===== src/rtl/mainfsm_hs.sv =====
// mainfsm_hs: multicycle main controller with memory ready and FPU start/done handshakes plus FPU timeout fault
module mainfsm_hs #(
  parameter int MEM_HS = 1,
  parameter int FPU_HS = 1,
  parameter int FPU_TIMEOUT = 16
) (
  input  logic       clk,
  input  logic       reset,
  input  logic [1:0] Op,
  input  logic [5:0] Funct,
  input  logic       MemReady,
  input  logic       FPUDone,
  output logic       NextPC,
  output logic       Branch,
  output logic       MemW,
  output logic       RegW,
  output logic       IRWrite,
  output logic       AdrSrc,
  output logic       FPUW,
  output logic       ALUOp,
  output logic [1:0] ResultSrc,
  output logic [1:0] ALUSrcA,
  output logic [1:0] ALUSrcB,
  output logic       MemReq,
  output logic       FPUStart,
  output logic       Fault,
  output logic [3:0] State
);
  localparam int CW = $clog2(FPU_TIMEOUT + 1);
  typedef enum logic [3:0] {
    FETCH = 4'd0, DECODE = 4'd1, MEMADR = 4'd2, MEMRD = 4'd3, MEMWB = 4'd4,
    MEMWR = 4'd5, EXECUTER = 4'd6, EXECUTEI = 4'd7, ALUWB = 4'd8, BRANCH = 4'd9,
    FPUEXEC = 4'd11, FPUWAIT = 4'd12, FPUWB = 4'd13, FAULT = 4'd14
  } state_t;
  state_t st, nx;
  logic [CW-1:0] cnt;
  logic rdy;
  logic unused_funct;
  assign unused_funct = ^Funct[4:1];
  assign rdy = (MEM_HS != 0) ? MemReady : 1'b1;
  always_comb begin
    nx = FAULT;
    case (st)
      FETCH:    nx = rdy ? DECODE : FETCH;
      DECODE:   nx = Op == 2'b00 ? (Funct[5] ? EXECUTEI : EXECUTER) :
                     Op == 2'b01 ? MEMADR : Op == 2'b10 ? BRANCH : FPUEXEC;
      EXECUTER: nx = ALUWB;
      EXECUTEI: nx = ALUWB;
      ALUWB:    nx = FETCH;
      MEMADR:   nx = Funct[0] ? MEMRD : MEMWR;
      MEMRD:    nx = rdy ? MEMWB : MEMRD;
      MEMWR:    nx = rdy ? FETCH : MEMWR;
      MEMWB:    nx = FETCH;
      BRANCH:   nx = FETCH;
      FPUEXEC:  nx = (FPU_HS != 0) ? FPUWAIT : FPUWB;
      FPUWAIT:  nx = FPUDone ? FPUWB : cnt == CW'(FPU_TIMEOUT - 1) ? FAULT : FPUWAIT;
      FPUWB:    nx = FETCH;
      default:  nx = FAULT;
    endcase
  end
  always_ff @(posedge clk) begin
    if (reset) begin
      st  <= FETCH;
      cnt <= '0;
    end else begin
      st  <= nx;
      cnt <= st == FPUEXEC ? '0 : st == FPUWAIT ? cnt + 1'b1 : cnt;
    end
  end
  assign NextPC    = st == FETCH && rdy;
  assign IRWrite   = st == FETCH && rdy;
  assign Branch    = st == BRANCH;
  assign MemW      = st == MEMWR;
  assign RegW      = st == ALUWB || st == MEMWB || st == FPUWB;
  assign AdrSrc    = st == MEMRD || st == MEMWR;
  assign FPUW      = st == FPUWB;
  assign ALUOp     = st == EXECUTER || st == EXECUTEI;
  assign ResultSrc = (st == FETCH || st == DECODE || st == BRANCH) ? 2'b10 : st == MEMWB ? 2'b01 : 2'b00;
  assign ALUSrcA   = (st == FETCH || st == DECODE) ? 2'b01 : st == FPUWB ? 2'b10 : 2'b00;
  assign ALUSrcB   = (st == FETCH || st == DECODE) ? 2'b10 :
                     (st == EXECUTEI || st == MEMADR || st == BRANCH) ? 2'b01 : 2'b00;
  assign MemReq    = st == FETCH || st == MEMRD || st == MEMWR;
  assign FPUStart  = st == FPUEXEC;
  assign Fault     = st == FAULT;
  assign State     = st;
endmodule


===== config.mk =====
export PLATFORM = sky130hd
export DESIGN_NAME = mainfsm_hs
export DESIGN_NICKNAME = d
export VERILOG_FILES = /design/src/rtl/mainfsm_hs.sv
export SDC_FILE = /design/constraint.sdc
export NUM_CORES = 1
export LEC_CHECK = 0
export BUFFER_PORTS_ARGS = -buffer_cell sky130_fd_sc_hd__buf_2
export CAP_MARGIN = 20
export CORE_ASPECT_RATIO = 0.9
export CORE_MARGIN = 2
export CORE_UTILIZATION = 25
export CTS_CLUSTER_SIZE = 14
export DETAILED_ROUTE_END_ITERATION = 10
export SYNTH_ARGS = -nofsm -noshare
export SYNTH_HDL_FRONTEND = slang
export SYNTH_SLANG_ARGS = --single-unit

===== constraint.sdc =====
create_clock -name clk -period 2.8 [get_ports clk]
set_input_delay 0.56 -clock clk [delete_from_list [all_inputs] [get_ports clk]]
set_output_delay 0.56 -clock clk [all_outputs]
set_load 0.02 [all_outputs]

Yosys cells after proc, flatten, opt, wreduce, memory -nomap -nowiden
Index checks and enable logic that the tools add are counted.
{"block": "op_classes", "reduce_logical": 16, "bitwise": 0, "add_sub_neg": 1, "mux": 17, "n_shift": 0, "mul": 0, "eq_ne": 16, "n_div": 0, "order_cmp": 0}
{"operator": "$pmux W4 S9", "count": 1}
{"operator": "$eq A4 B4 Y1 const B", "count": 6}
{"operator": "$eq A4 B3 Y1 const B", "count": 4}
{"operator": "$mux W2", "count": 7}
{"operator": "$logic_or A1 B1 Y1", "count": 10}
{"operator": "$mux W3", "count": 3}
{"operator": "$eq A4 B2 Y1 const B", "count": 2}
{"operator": "$mux W4", "count": 2}
{"operator": "$add A5 B1 Y5 const B", "count": 1}
{"operator": "$eq A5 B4 Y1 const B", "count": 1}
{"operator": "$eq A4 B1 Y1 const B", "count": 1}
{"operator": "$logic_not A4 Y1", "count": 1}
{"operator": "$mux W1", "count": 4}
{"operator": "$reduce_or A2 Y1", "count": 2}
{"operator": "$reduce_or A4 Y1", "count": 1}
{"operator": "$eq A2 B1 Y1 const B", "count": 1}
{"operator": "$eq A2 B2 Y1 const B", "count": 1}
{"operator": "$logic_not A2 Y1", "count": 1}
{"operator": "$logic_and A1 B1 Y1", "count": 1}
{"block": "totals", "latch_bits": 0, "word_cells": 52, "mem_count": 0, "ram_bits": 0, "reg_bits": 9, "rom_bits": 0, "in_bits": 12}

Depth between registers and ports, before layout
{"block": "depth", "word_depth": 5, "depth_mapped": 6, "ltp_nobuf": 6}

Worst setup path after synthesis
OpenSTA, ideal clock, no wires.
{"block": "synth_path", "path_type": "reg-to-output", "from": "register st[0] (netlist: State[0])", "to": "output NextPC", "t_required_ns": 2.240, "path_stages_with_launch": 5, "arrival_time_ns": 1.573, "setup_slack_ns": 0.667, "cell_sequence": "dfxtp_1 buf_2 buf_4 nor3_1 buf_4"}
{"block": "synth_via", "elab_chain_len": 2}
{"element": "from (decl)", "line": "35", "source": "state_t st, nx;"}
{"element": "from (signal assigned)", "line": "66", "source": "st <= nx;"}
{"element": "$logic_not A4 Y1"}
{"element": "$logic_and A1 B1 Y1"}
{"element": "to (decl)", "line": "13", "source": "output logic NextPC,"}
No other way between the ends.

Worst setup path after layout
{"block": "layout_path", "from": "register st[2] (netlist: State[2])", "to": "output RegW"}
{"block": "layout_via", "elab_chain_len": 3, "word_cells_on_any_way": 5}
{"element": "$eq A4 B4 Y1 or $eq A4 B3 Y1 (tied branches)", "line": "74", "source": "assign RegW = st == ALUWB || st == MEMWB || st == FPUWB;"}
{"element": "$logic_or A1 B1 Y1", "line": "74"}
{"element": "$logic_or A1 B1 Y1 (*)", "line": "74"}
{"element": "to (decl)", "line": "16", "source": "output logic RegW,"}
Mark *: on every way between the ends. The rest lies on a longest branch, timed or not.

==> out/results.ini <==
[worst_setup_path]
path_class = register to output pin
reg2regPathDepth = 4
worstReg2RegEnd = State[1]$_SDFF_PP0_
endpoint_kind = output pin
r2r_setup_slack_ns = 1.08
critPathArrivalTime_ns = 1.70
cp-endpoint = RegW
crit_path_max_fanout = 19
start_kind = register
required_ns = 2.24
startpoint = State[2]$_SDFF_PP0_
r2r-start = State[0]$_SDFF_PP0_

[synthesis]
synth_area_um2 = 731
synthFlopType = dfxtp_1
yosys_warnings = 0
ys_types = 35
syn-num-nets = 118
synth.avg_cell_area_um2 = 7.03
async_flop_share = 0
synth_sequential_area_ratio = 0.247
synth_edf_count = 0
ys_seq_elements = 9
synthCells = 104

[layout]
n_fill_cell = 304
finalInstanceArea_um2 = 905
final_common_cell = buf_2
drive_above_1_share = 0.271
fin_cells = 169
areaGrowthSynthToFinish_pct = 23.8
final_net_count = 144
multi_input_area_um2 = 474
antenna_cells = 0
layout_common_cells = buf_2 (28), nor2_1 (20), dfxtp_1 (9), nand2_1 (7)
ff_latch_area_um2 = 180

[timing]
worst_pin_slew_ns = 0.733
fin_ws_ns = 0.539
fmax_mhz = 442
holdWs_ns = 0.508
rsz0062_at_grt = false
fin_crit_ns = 2.26
fin_setup_tns_ns = 0
finalSetupViolCount = 0
min_period_over_period = 0.808
final_hold_viol_count = 0
relSlewSlack = 0.511
finalMaxSlewViolations = 0
clock_skew_ns = 0.00228

[grt]
track_usage = 0.104
grt_pass1_vias = 625
grt_max_degree = 26
grt-ovfl-total = 0
antenna_found_initial = 0
grt_pass1_wl_mm = 2.80

[cts]
root_buffer = clkbuf_4
ctsHtreeMaxLevel = 1
cts_setup_buffers = 0
cts_tree = done
cts_made_buffers = 3
clk_pin_slew_ns = 0.06
post_cts_resized = 0
clock_latency_ns = 0.25
cts_sinks = 9
cts_hold_buf = 0
clk_path_buf_depth = 2

[outcome]
outcome = completed

[drt]
drtAntennaViolNets = 0
via_count = 798
drtPass1Iterations = 4
via_per_inst = 4.72
wl_per_cell_um = 10.5
finalWirelength_mm = 1.77
drc_errors = 0
drt_iter0_markers = 24

[power_and_ir_drop]
comb_power_share = 0.431
p_clk_frac = 0.205
powerDensity_mw_per_mm2 = 531
p_leak_nw = 0.409
switching_share = 0.437
power_frac_seq = 0.364
switchingPower_w = 0.000210
p_int_w = 0.000271
ir_drop_uv = 208

[floorplan]
rows = 18
dieArea_mm2 = 0.00337
io_pins = 33
die_w_um = 61.0
die_h_um = 55.3
design.core.area_mm2 = 0.00277
start_util = 0.264

[hold_path]
hp-class = register to register

[place]
postPlaceCellArea_um2 = 878
dp_hpwl_mm = 1.32
post-place-ws_ns = 0.812
numPortBuffers = 28
gp_congestion = 0.791
post-place-cells = 165

[job]
maxCapViolCount = 0

-- worst max-delay path, cell delays in order, from the launching register on --
cell and delay (ns):
dfxtp_1 0.68, nand2_1 0.29, a211oi_1 0.28, buf_2 0.19
-- cells in the mapped netlist (2+ instances only) --
library cell / number / area (µm²)
a211oi_1: 3 / 22.5
a21oi_1: 4 / 20.0
a31oi_1: 3 / 18.8
and3b_1: 2 / 17.5
buf_2: 4 / 20.0
buf_4: 3 / 22.5
dfxtp_1: 9 / 180
ha_1: 2 / 25.0
inv_1: 5 / 18.8
nand2_1: 7 / 26.3
nand2b_1: 6 / 37.5
nand4_1: 2 / 12.5
nor2_1: 20 / 75.1
nor3_1: 6 / 30.0
o21ai_0: 6 / 30.0
xnor2_1: 2 / 17.5
xor2_1: 2 / 17.5
-- cell families after synthesis --
group	after synthesis	synth area share
simple gates	53	0.370
compound gates	21	0.183
buf+inv	14	0.104
flops	9	0.247
xor+xnor	4	0.0480
fa+ha+maj	2	0.0342
mux	1	0.0137
-- power groups by stage --
stage	registers (W)	logic, W	clock network, W
6_report	0.000175	0.000207	0.0000984
4_1_cts	0.000175	0.000208	0.000101
5_1_grt	0.000180	0.000225	0.000109
3_3_place_gp	0.000177	0.000205	0
3_5_place_dp	0.000178	0.000207	0
2_1_floorplan	0.000159	0.000177	0
-- per-stage QoR --
| step | util | total power [W] |
|---|---|---|
| floorplan | - | 0.000336 |
| global placement | 0.317 | 0.000382 |
| detailed placement | 0.317 | 0.000385 |
| CTS | 0.327 | 0.000484 |
| global route | 0.327 | 0.000514 |
| finish | 0.327 | 0.000481 |
-- per-layer routing --
layer	vias up	part of all wire	routed length, µm	track usage
li1	407	-	-	-
met1	359	0.48	847	0.158
met2	32	0.45	801	0.151
met3	0	0.067	118	0.0141
met4	0	0	0	0.0280
met5	-	0	0	0
-- flip-flops by register name (all words and copies together), names as in the netlist --
| signal | count |
|---|---|
| State | 4 |
| cnt | 5 |
-- how the worst min path moves through the flow --
stage,cells past startpoint,end,startpoint,slack [ns]
floorplan,2,cnt[3]$_SDFFE_PP0P_,cnt[3]$_SDFFE_PP0P_,0.48
global placement,2,cnt[4]$_SDFFE_PP0P_,cnt[4]$_SDFFE_PP0P_,0.49
detailed placement,2,cnt[3]$_SDFFE_PP0P_,cnt[3]$_SDFFE_PP0P_,0.51
CTS,2,cnt[4]$_SDFFE_PP0P_,cnt[4]$_SDFFE_PP0P_,0.52
global route,2,State[1]$_SDFF_PP0_,reset,0.53
finish,2,cnt[4]$_SDFFE_PP0P_,cnt[4]$_SDFFE_PP0P_,0.51
-- final cells by class --
type                    count  area share
clock buffers               4      0.0290
inverters                   5      0.0207
multi-input cells          81       0.524
flip-flops and latches      9       0.199
well taps                  40      0.0553
repair buffers             30       0.172
Power figures use the tool's default switching activity.
